### src/rtl/seq_divider_pkg.sv
// Shared definitions for the sequential DIV/DIVU unit: state encoding,
// default operand width, counter width and the HI/LO result layout
// that matches the ALU's 64-bit result.
package seq_divider_pkg;

    localparam int DIV_WIDTH = 32;

    // Iteration counter width for a given operand width (at least 1 bit).
    function automatic int cnt_width(input int w);
        return (w > 1) ? $clog2(w) : 1;
    endfunction

    localparam int DIV_CNT_W = cnt_width(DIV_WIDTH);

    // Result field positions: remainder in HI, quotient in LO.
    localparam int RES_HI_MSB = 2 * DIV_WIDTH - 1;
    localparam int RES_HI_LSB = DIV_WIDTH;
    localparam int RES_LO_MSB = DIV_WIDTH - 1;
    localparam int RES_LO_LSB = 0;

    typedef enum logic [1:0] {
        ST_IDLE = 2'd0,
        ST_CALC = 2'd1,
        ST_FIX  = 2'd2
    } div_state_t;

endpackage

### src/rtl/seq_divider_sign_fix.sv
// div_sign_fix: conditional two's-complement negate. Used to turn signed
// operands into magnitudes and to restore the sign of quotient/remainder.
module div_sign_fix
    import seq_divider_pkg::*;
#(
    parameter int WIDTH = DIV_WIDTH
) (
    input  logic [WIDTH-1:0] value_i,
    input  logic             neg_i,
    output logic [WIDTH-1:0] result_o
);

    localparam logic [WIDTH-1:0] ONE = {{(WIDTH-1){1'b0}}, 1'b1};

    // Negate when requested, otherwise pass through.
    always_comb begin
        result_o = neg_i ? ((~value_i) + ONE) : value_i;
    end

endmodule

### src/rtl/seq_divider.sv
// seq_divider: multi-cycle radix-2 restoring divider for DIV/DIVU.
// Result layout is {remainder, quotient} (HI/LO). One quotient bit per
// cycle in CALC, sign correction and result write in FIX.
// Optional build macro DIV_ZERO_FAST_EN: a zero divisor skips CALC and
// goes straight from IDLE to FIX.
//
// Handshake: start_i is a single-cycle request that is taken only while
// busy_o is low (a request during the done_o cycle is taken); requests
// while busy are dropped. done_o pulses for exactly one cycle when
// result_o/div_zero_o become valid; result_o then holds until the next
// completed division.
module seq_divider
    import seq_divider_pkg::*;
#(
    parameter int WIDTH = DIV_WIDTH
) (
    input  logic               clk_i,
    input  logic               rst_i,
    input  logic               start_i,
    input  logic               signed_i,
    input  logic [WIDTH-1:0]   dividend_i,
    input  logic [WIDTH-1:0]   divisor_i,
    output logic               busy_o,
    output logic               done_o,
    output logic [2*WIDTH-1:0] result_o,
    output logic               div_zero_o,
    output div_state_t         state_o
);

    localparam int CNT_W = cnt_width(WIDTH);
    localparam logic [CNT_W-1:0] CNT_LAST = CNT_W'(WIDTH - 1);
    localparam logic [CNT_W-1:0] CNT_ONE  = CNT_W'(1);

    div_state_t       state;
    logic [CNT_W-1:0] cnt;
    logic [WIDTH-1:0] rem;       // upper half of the partial remainder
    logic [WIDTH-1:0] quo;       // lower half: dividend shifting out, quotient shifting in
    logic [WIDTH-1:0] dmag;      // divisor magnitude
    logic [WIDTH-1:0] a_raw;     // dividend as sampled, for the divide-by-zero result
    logic             qneg;
    logic             rneg;
    logic             zero_div;

    logic             sgn_a;
    logic             sgn_b;
    logic [WIDTH-1:0] a_mag;
    logic [WIDTH-1:0] b_mag;
    logic [WIDTH-1:0] q_fix;
    logic [WIDTH-1:0] r_fix;
    logic [WIDTH:0]   trial;

    assign sgn_a   = signed_i & dividend_i[WIDTH-1];
    assign sgn_b   = signed_i & divisor_i[WIDTH-1];
    assign busy_o  = (state != ST_IDLE);
    assign state_o = state;

    div_sign_fix #(.WIDTH(WIDTH)) u_mag_a (.value_i(dividend_i), .neg_i(sgn_a), .result_o(a_mag));
    div_sign_fix #(.WIDTH(WIDTH)) u_mag_b (.value_i(divisor_i),  .neg_i(sgn_b), .result_o(b_mag));
    div_sign_fix #(.WIDTH(WIDTH)) u_fix_q (.value_i(quo),        .neg_i(qneg),  .result_o(q_fix));
    div_sign_fix #(.WIDTH(WIDTH)) u_fix_r (.value_i(rem),        .neg_i(rneg),  .result_o(r_fix));

    // Trial subtraction of the divisor from the shifted partial remainder;
    // the extra top bit is the borrow (set when shifted value < divisor).
    always_comb begin
        trial = {rem, quo[WIDTH-1]} - {1'b0, dmag};
    end

    // Control FSM and datapath registers.
    always_ff @(posedge clk_i) begin
        if (rst_i) begin
            state      <= ST_IDLE;
            cnt        <= '0;
            rem        <= '0;
            quo        <= '0;
            dmag       <= '0;
            a_raw      <= '0;
            qneg       <= 1'b0;
            rneg       <= 1'b0;
            zero_div   <= 1'b0;
            done_o     <= 1'b0;
            result_o   <= '0;
            div_zero_o <= 1'b0;
        end else begin
            done_o <= 1'b0;
            case (state)
                ST_IDLE: begin
                    if (start_i) begin
                        a_raw      <= dividend_i;
                        quo        <= a_mag;
                        dmag       <= b_mag;
                        rem        <= '0;
                        cnt        <= '0;
                        qneg       <= sgn_a ^ sgn_b;
                        rneg       <= sgn_a;
                        zero_div   <= (divisor_i == '0);
                        div_zero_o <= 1'b0;
`ifdef DIV_ZERO_FAST_EN
                        state      <= (divisor_i == '0) ? ST_FIX : ST_CALC;
`else
                        state      <= ST_CALC;
`endif
                    end
                end
                ST_CALC: begin
                    if (!trial[WIDTH]) begin
                        rem <= trial[WIDTH-1:0];
                        quo <= {quo[WIDTH-2:0], 1'b1};
                    end else begin
                        rem <= {rem[WIDTH-2:0], quo[WIDTH-1]};
                        quo <= {quo[WIDTH-2:0], 1'b0};
                    end
                    if (cnt == CNT_LAST) begin
                        state <= ST_FIX;
                    end else begin
                        cnt <= cnt + CNT_ONE;
                    end
                end
                ST_FIX: begin
                    if (zero_div) begin
                        result_o   <= {a_raw, {WIDTH{1'b1}}};
                        div_zero_o <= 1'b1;
                    end else begin
                        result_o   <= {r_fix, q_fix};
                    end
                    cnt    <= '0;
                    done_o <= 1'b1;
                    state  <= ST_IDLE;
                end
                default: state <= ST_IDLE;
            endcase
        end
    end

endmodule

### config.mk
export PLATFORM = sky130hd
export DESIGN_NAME = seq_divider
export DESIGN_NICKNAME = d
export VERILOG_FILES = /design/src/rtl/seq_divider_pkg.sv /design/src/rtl/seq_divider_sign_fix.sv /design/src/rtl/seq_divider.sv
export SDC_FILE = /design/constraint.sdc
export NUM_CORES = 1
export LEC_CHECK = 0
export CAP_MARGIN = 20
export CORE_AREA = 4 4 145 203
export DETAILED_ROUTE_END_ITERATION = 7
export DIE_AREA = 0 0 149 207
export GPL_TIMING_DRIVEN = 1
export PLACE_DENSITY_LB_ADDON = 0.05
export SYNTH_ARGS = -nofsm -noshare
export SYNTH_HDL_FRONTEND = slang
export SYNTH_SLANG_ARGS = --single-unit
### constraint.sdc
create_clock -name clk_i -period 8.5 [get_ports clk_i]
set_input_delay 0.85 -clock clk_i [delete_from_list [all_inputs] [get_ports clk_i]]
set_output_delay 0.85 -clock clk_i [all_outputs]
set_load 0.05 [all_outputs]
* Word level (Yosys, flattened, before mapping) *
Cells that the tools add are included.

storage, ports and cells
  register bits after elaboration = 204
  input bits = 68
  output and inout port bits = 69

cells by class
  add/subtract/negate cells = 6
  eq/ne operators = 7
  multiplexer cells = 21
  bitwise logic cells = 7
  reductions and logical operators = 11

operators with widths
  cell                                                             number
  32-bit 2-to-1 mux                                                7
  32-bit by 1-bit adder with 32-bit output, second input constant  4
  32-bit inverter                                                  4
  32-bit case mux with 2 select lines                              2
  64-bit 2-to-1 mux                                                1
  33-bit by 32-bit subtractor with 33-bit output                   1
  32-bit logical NOT                                               1
  5-bit case mux with 3 select lines                               1
  5-bit 2-to-1 mux                                                 2
  2-bit inequality test, second input constant                     4
  2-bit AND reduction                                              3
  3-bit AND reduction                                              2
  2-bit nonzero test                                               3
  5-bit by 1-bit adder with 5-bit output, second input constant    1
  5-bit == test, second input constant                             1
  1-bit 2-to-1 mux                                                 4
  2-bit 2-to-1 mux                                                 2
  2-bit case mux with 2 select lines                               1
  3-bit nonzero test                                               1
  1-bit bitwise AND                                                2
  2-bit by 1-bit == test with 1-bit output, second input constant  1
  2-bit == test, second input constant                             1
  2-bit logical NOT                                                1
  1-bit case mux with 2 select lines                               1
  1-bit XOR                                                        1

* Logic depth before layout (Yosys ltp) *
  word-level depth = 5
  depth in mapped cells = 12
  depth with buffers taken out = 11

* Modules after synthesis *
From an unflattened synthesis, not the netlist that was laid out.

unflattened totals
  cell total of the unflattened synthesis = 1599
  area total of the unflattened synthesis = 12814.8 sq um

modules (own cells, without submodules)
  module        instances  cells an instance  area an instance (sq um)  seq. area each (sq um)
  seq_divider   1          1203               9706.8                    4083.9
  div_sign_fix  4          99                 777.0                     0.0

* Worst setup path after synthesis *
OpenSTA, ideal clock, no wires.

  path kind = input-to-reg
  start = in divisor_i[8]
  end = reg dmag[28]
  arrival time = 2.912 ns
  path slack = 5.503 ns
  cell stages on the path = 8
  cell sequence = or4_4 -> or4_1 -> or3_1 -> buf_2 -> nor4_4 -> a31oi_1 -> xnor2_1 -> a211oi_1

on the way
  longest elaborated chain between the ends = 3

RTL lines
  what                                      RTL line                    source
  start, declared                           seq_divider.sv:22           input logic [WIDTH-1:0] divisor_i,
  32-bit inverter                           seq_divider_sign_fix.sv:17  result_o = neg_i ? ((~value_i) + ONE) : value_i;
  32-bit by 1-bit adder with 32-bit output  seq_divider_sign_fix.sv:17
  32-bit 2-to-1 mux                         seq_divider_sign_fix.sv:17
  end signal, assigned                      seq_divider.sv:90           dmag <= b_mag;
  end, declared                             seq_divider.sv:38           logic [WIDTH-1:0] dmag;

No other way between the ends.
A chain may end at the register's enable or synchronous reset.

* Final worst setup path *
  start = reg rem[25]
  end = reg rem[7]

on the way
  longest elaborated chain between the ends = 3

RTL lines
  what                                            RTL line            source
  start, declared                                 seq_divider.sv:36   logic [WIDTH-1:0] rem;
  start signal, assigned                          seq_divider.sv:106  rem <= trial[WIDTH-1:0];
  start signal, assigned                          seq_divider.sv:109  rem <= {rem[WIDTH-2:0], quo[WIDTH-1]};
  33-bit by 32-bit subtractor with 33-bit output  seq_divider.sv:65   trial = {rem, quo[WIDTH-1]} - {1'b0, dmag};
  32-bit 2-to-1 mux                               seq_divider.sv:105  if (!trial[WIDTH]) begin
  32-bit case mux with 2 select lines             seq_divider.sv:85   case (state)

No other way between the ends.

==> results by group <==
Finish
  • NumNets Final: 1,791
  • Commonest non-fill, non-tap cell in the layout: nand2_1
  • Synth-to-layout area growth: 18.5%
  • Fin cells: 2,068
  • Most frequent cells in the layout: nand2_1, dfxtp_1, a21oi_1, clkdlybuf4s50_1, nor2_1
  • Share of layout cells above drive strength 1: under 10%

Timing
  • Fin. max-slew vios: 0
  • Fin crit share: 45.9%
  • Final Setup Violations: 0
  • Setup TNS: 0 ns
  • Tmin final: 3.91 ns
  • Tightest Pin Transition: 1.08 ns
  • Final Skew: 0.0144 ns
  • Fmax: around 260 MHz
  • RSZ-0062 raised after global routing: false
  • Hold Vio Cnt, Final: 0
  • Hold slack: 0.453 ns
  • Normalized max-slew margin: 27.8%

Floorplanning
  • Std cell rows: 72
  • Core Area: 27,600 µm²
  • Die height: 207 µm
  • Ports: ~140
  • Die area: 30,800 µm²
  • Chip Width: between 100 and 150 µm
  • Initial cell density of the core: 44.7%

GRT
  • Antenna violations before repair: 1
  • Global-route usage over all layers: 23.9%
  • Pin count of the biggest net entering global routing: 104
  • Vias in the first global route: ~11,000
  • First-pass GRT wire length: 60.3 mm
  • GRT overflow: 0

Pwr
  • Switching portion of total power: 28.2%
  • Cell internal pwr: 1750 µW
  • Pwr dens: 167 nW/µm²
  • Psw: 688 µW
  • Seq pwr share: 42.3%
  • P_leak: 0.00537 µW
  • Logic gate share of total power: 16.4%
  • VDD IR max: 0.125 mV
  • Clock share of power: 41.4%

Drt
  • Routed via count: 11,600
  • Drt wl/cell: 18.3 µm
  • ANT nets after route: 0
  • DRC viols: 0
  • DR iter-0 viols: 690
  • DR pass1 iterations: 5
  • Vias per cell: between 5 and 6
  • WL final: 37.8 mm

Synth
  • Seq cells post-synth: 204
  • Count of flip-flops with a built-in enable after synthesis: 0
  • Share of synthesized flip-flops with an asynchronous set or reset: 0%
  • Seq/Total Area, Yosys: 33.2%
  • Mapped Area: 12,300 µm²
  • Mapped Cells: 1,612
  • Ys flop type: dfxtp_1
  • Post-Syn Area per Cell: approximately 7.6 µm²
  • Yosys cell types: 73
  • Synthesized Nets: around 1,700
  • Yosys warning count: 0

Setup path
  • Worst path arrival time: 4.26 ns
  • Critical Path Start: rem[25]$_SDFFE_PP0P_
  • FF-to-FF Start: rem[25]$_SDFFE_PP0P_
  • Number of buffers and inverters on the critical path: 0
  • Cell class contributing the biggest share of worst-path delay: compound AO/OA/AOI/OAI gates
  • Kind of critical path: reg2reg
  • Reg2Reg Depth: 9
  • Crit Path Max Fanout: 26
  • CP most frequent cell: mux2i_1
  • Critical Path Sink Type: flip-flop
  • Data required time of the critical path: ~9 ns
  • Cells along the critical path: ha_1 -> a211oi_2 -> a211oi_1 -> a2111oi_1 -> mux2i_1 -> o311ai_2 -> nor2_4 -> mux2i_1 -> o21ai_0
  • CP max-delay cell: nor2_4
  • Worst R2R Setup Slack: ~4.6 ns
  • Worst path max stage delay: 0.79 ns
  • Crit path launch type: flip-flop
  • R2R Path End: rem[7]$_SDFFE_PP0P_

Clock network
  • Cts hold-fix bufs: 0
  • CTS Buf Count: 24
  • H-tree levels: 1
  • Number of buffers added for setup after CTS: 0
  • Clk_lat worst skew: 0.53 ns
  • Sinks on Clock Net: 204
  • CTS tree: done
  • Maximum buffer depth of the clock tree: 3
  • PostCTS Resize Cnt: 0
  • Clk pin slew, worst setup/hold paths: approximately 0.060 ns
  • Clk Tree Root Cell: clkbuf_16

Placement
  • Cell count after placement: 2,027
  • GPL Wtd Cong: 0.892
  • Port bufs: around 140
  • Hpwl dp: 28.7 mm

Hold path
  • Hold Path Class: reg2reg
  • Hold_sp: result_o[56]$_SDFFE_PP0P_
  • Hold depth: 2
  • Worst Hold End: result_o[56]$_SDFFE_PP0P_

Run
  • # Max-Cap Violations: 0

Outcome
  • Status: finished, final reports clean
[metrics by stage]
stage / util (%) / power (µW) / setup slack, ns / area, µm²
after floorplan: - / 1310 / 5.50 / 12300
after global placement: 50.1 / 1450 / 4.45 / 13800
after detailed placement: 50.1 / 1450 / 4.44 / 13800
after CTS: 52.9 / 2470 / 4.62 / 14600
after global routing: 52.9 / 2550 / 4.38 / 14600
final: 52.9 / 2440 / 4.59 / 14600
[synth_stat cells (9+ instances only)]
| cell type | n | area [µm²] |
|---|---|---|
| nand2_1 | 286 | 1070 |
| dfxtp_1 | 204 | 4080 |
| a21oi_1 | 143 | 716 |
| nor2_1 | 129 | 484 |
| o21ai_0 | 114 | 571 |
| xor2_1 | 87 | 762 |
| clkbuf_1 | 81 | 304 |
| a211oi_1 | 59 | 443 |
| xnor2_1 | 55 | 482 |
| inv_1 | 53 | 199 |
| ha_1 | 38 | 475 |
| a22oi_1 | 29 | 218 |
| mux2i_1 | 29 | 290 |
| o31ai_1 | 27 | 203 |
| nor3_1 | 26 | 130 |
| nand3_1 | 23 | 115 |
| nand2b_1 | 19 | 119 |
| o22ai_1 | 15 | 93.8 |
| o41ai_1 | 14 | 123 |
| a21o_1 | 13 | 97.6 |
| a31oi_1 | 12 | 75.1 |
| buf_2 | 9 | 45.0 |
[area by class of cell]
| type | instances | area [µm²] |
|---|---|---|
| Tap cell | 370 | 463 |
| Clock buffer | 33 | 706 |
| Antenna cell | 1 | 2.50 |
| Clock inverter | 6 | 61.3 |
| Timing Repair Buffer | 148 | 1450 |
| Inverter | 53 | 199 |
| Multi-Input combinational cell | 1253 | 7620 |
| Sequential cell | 204 | 4090 |
| Fill cell | 2771 | 13000 |
[kinds of logic (layout without fill, tap and decap cells)]
family | after synthesis | after routing | synth area share [%]
buf+inv | 155 | 240 | 5.06
simple gates | 564 | 564 | 20.8
mux | 29 | 29 | 2.36
fa+ha+maj | 39 | 39 | 4.02
other cells | 0 | 1 | 0
xor+xnor | 142 | 142 | 10.1
compound gates | 479 | 479 | 24.5
flops | 204 | 204 | 33.2
[state kept, by name, summed over array words and instances, names as in the netlist, 2 cells and up]
register / cells
result_o: 64
a_raw: 32
rem: 32
quo: 32
dmag: 32
state_o: 2
cnt: 5
[metal layers]
| metal | global-route usage, % | wire [µm] | vias to the layer above | share of wire [%] |
|---|---|---|---|---|
| met5 | 0 | 0 | - | 0 |
| met4 | 11.0 | 1820 | 0 | 4.8 |
| met3 | 2.32 | 1410 | 72 | 3.7 |
| met2 | 44.3 | 19700 | 252 | 52 |
| met1 | 27.2 | 14900 | 5448 | 39 |
| li1 | - | - | 5825 | - |
[worst max-delay path by stage]
stage,cells after the start,end,slack (ns)
6_report,9,rem[7]$_SDFFE_PP0P_,4.59
5_1_grt,9,rem[7]$_SDFFE_PP0P_,4.38
4_1_cts,9,rem[29]$_SDFFE_PP0P_,4.62
3_5_place_dp,8,dmag[26]$_SDFFE_PP0P_,4.44
3_3_place_gp,8,dmag[26]$_SDFFE_PP0P_,4.45
2_1_floorplan,8,dmag[28]$_SDFFE_PP0P_,5.50
[power by group through the flow]
stage               logic, µW  clock network [µW]  registers [µW]
floorplan                 271                   0            1040
finish                    399                1010            1030
global route              443                1070            1040
global placement          398                   0            1050
detailed placement        399                   0            1050
CTS                       401                1040            1030
[tightest hold or removal path: cells and delay by family (launching register included)]
| kind | cells | cell delay [ns] |
|---|---|---|
| DFF | 1 | 0.30 |
| AOI/OAI and AO/OA | 1 | 0.05 |
| and+or+nand+nor | 1 | 0.05 |
Power figures use the tool's default switching activity.
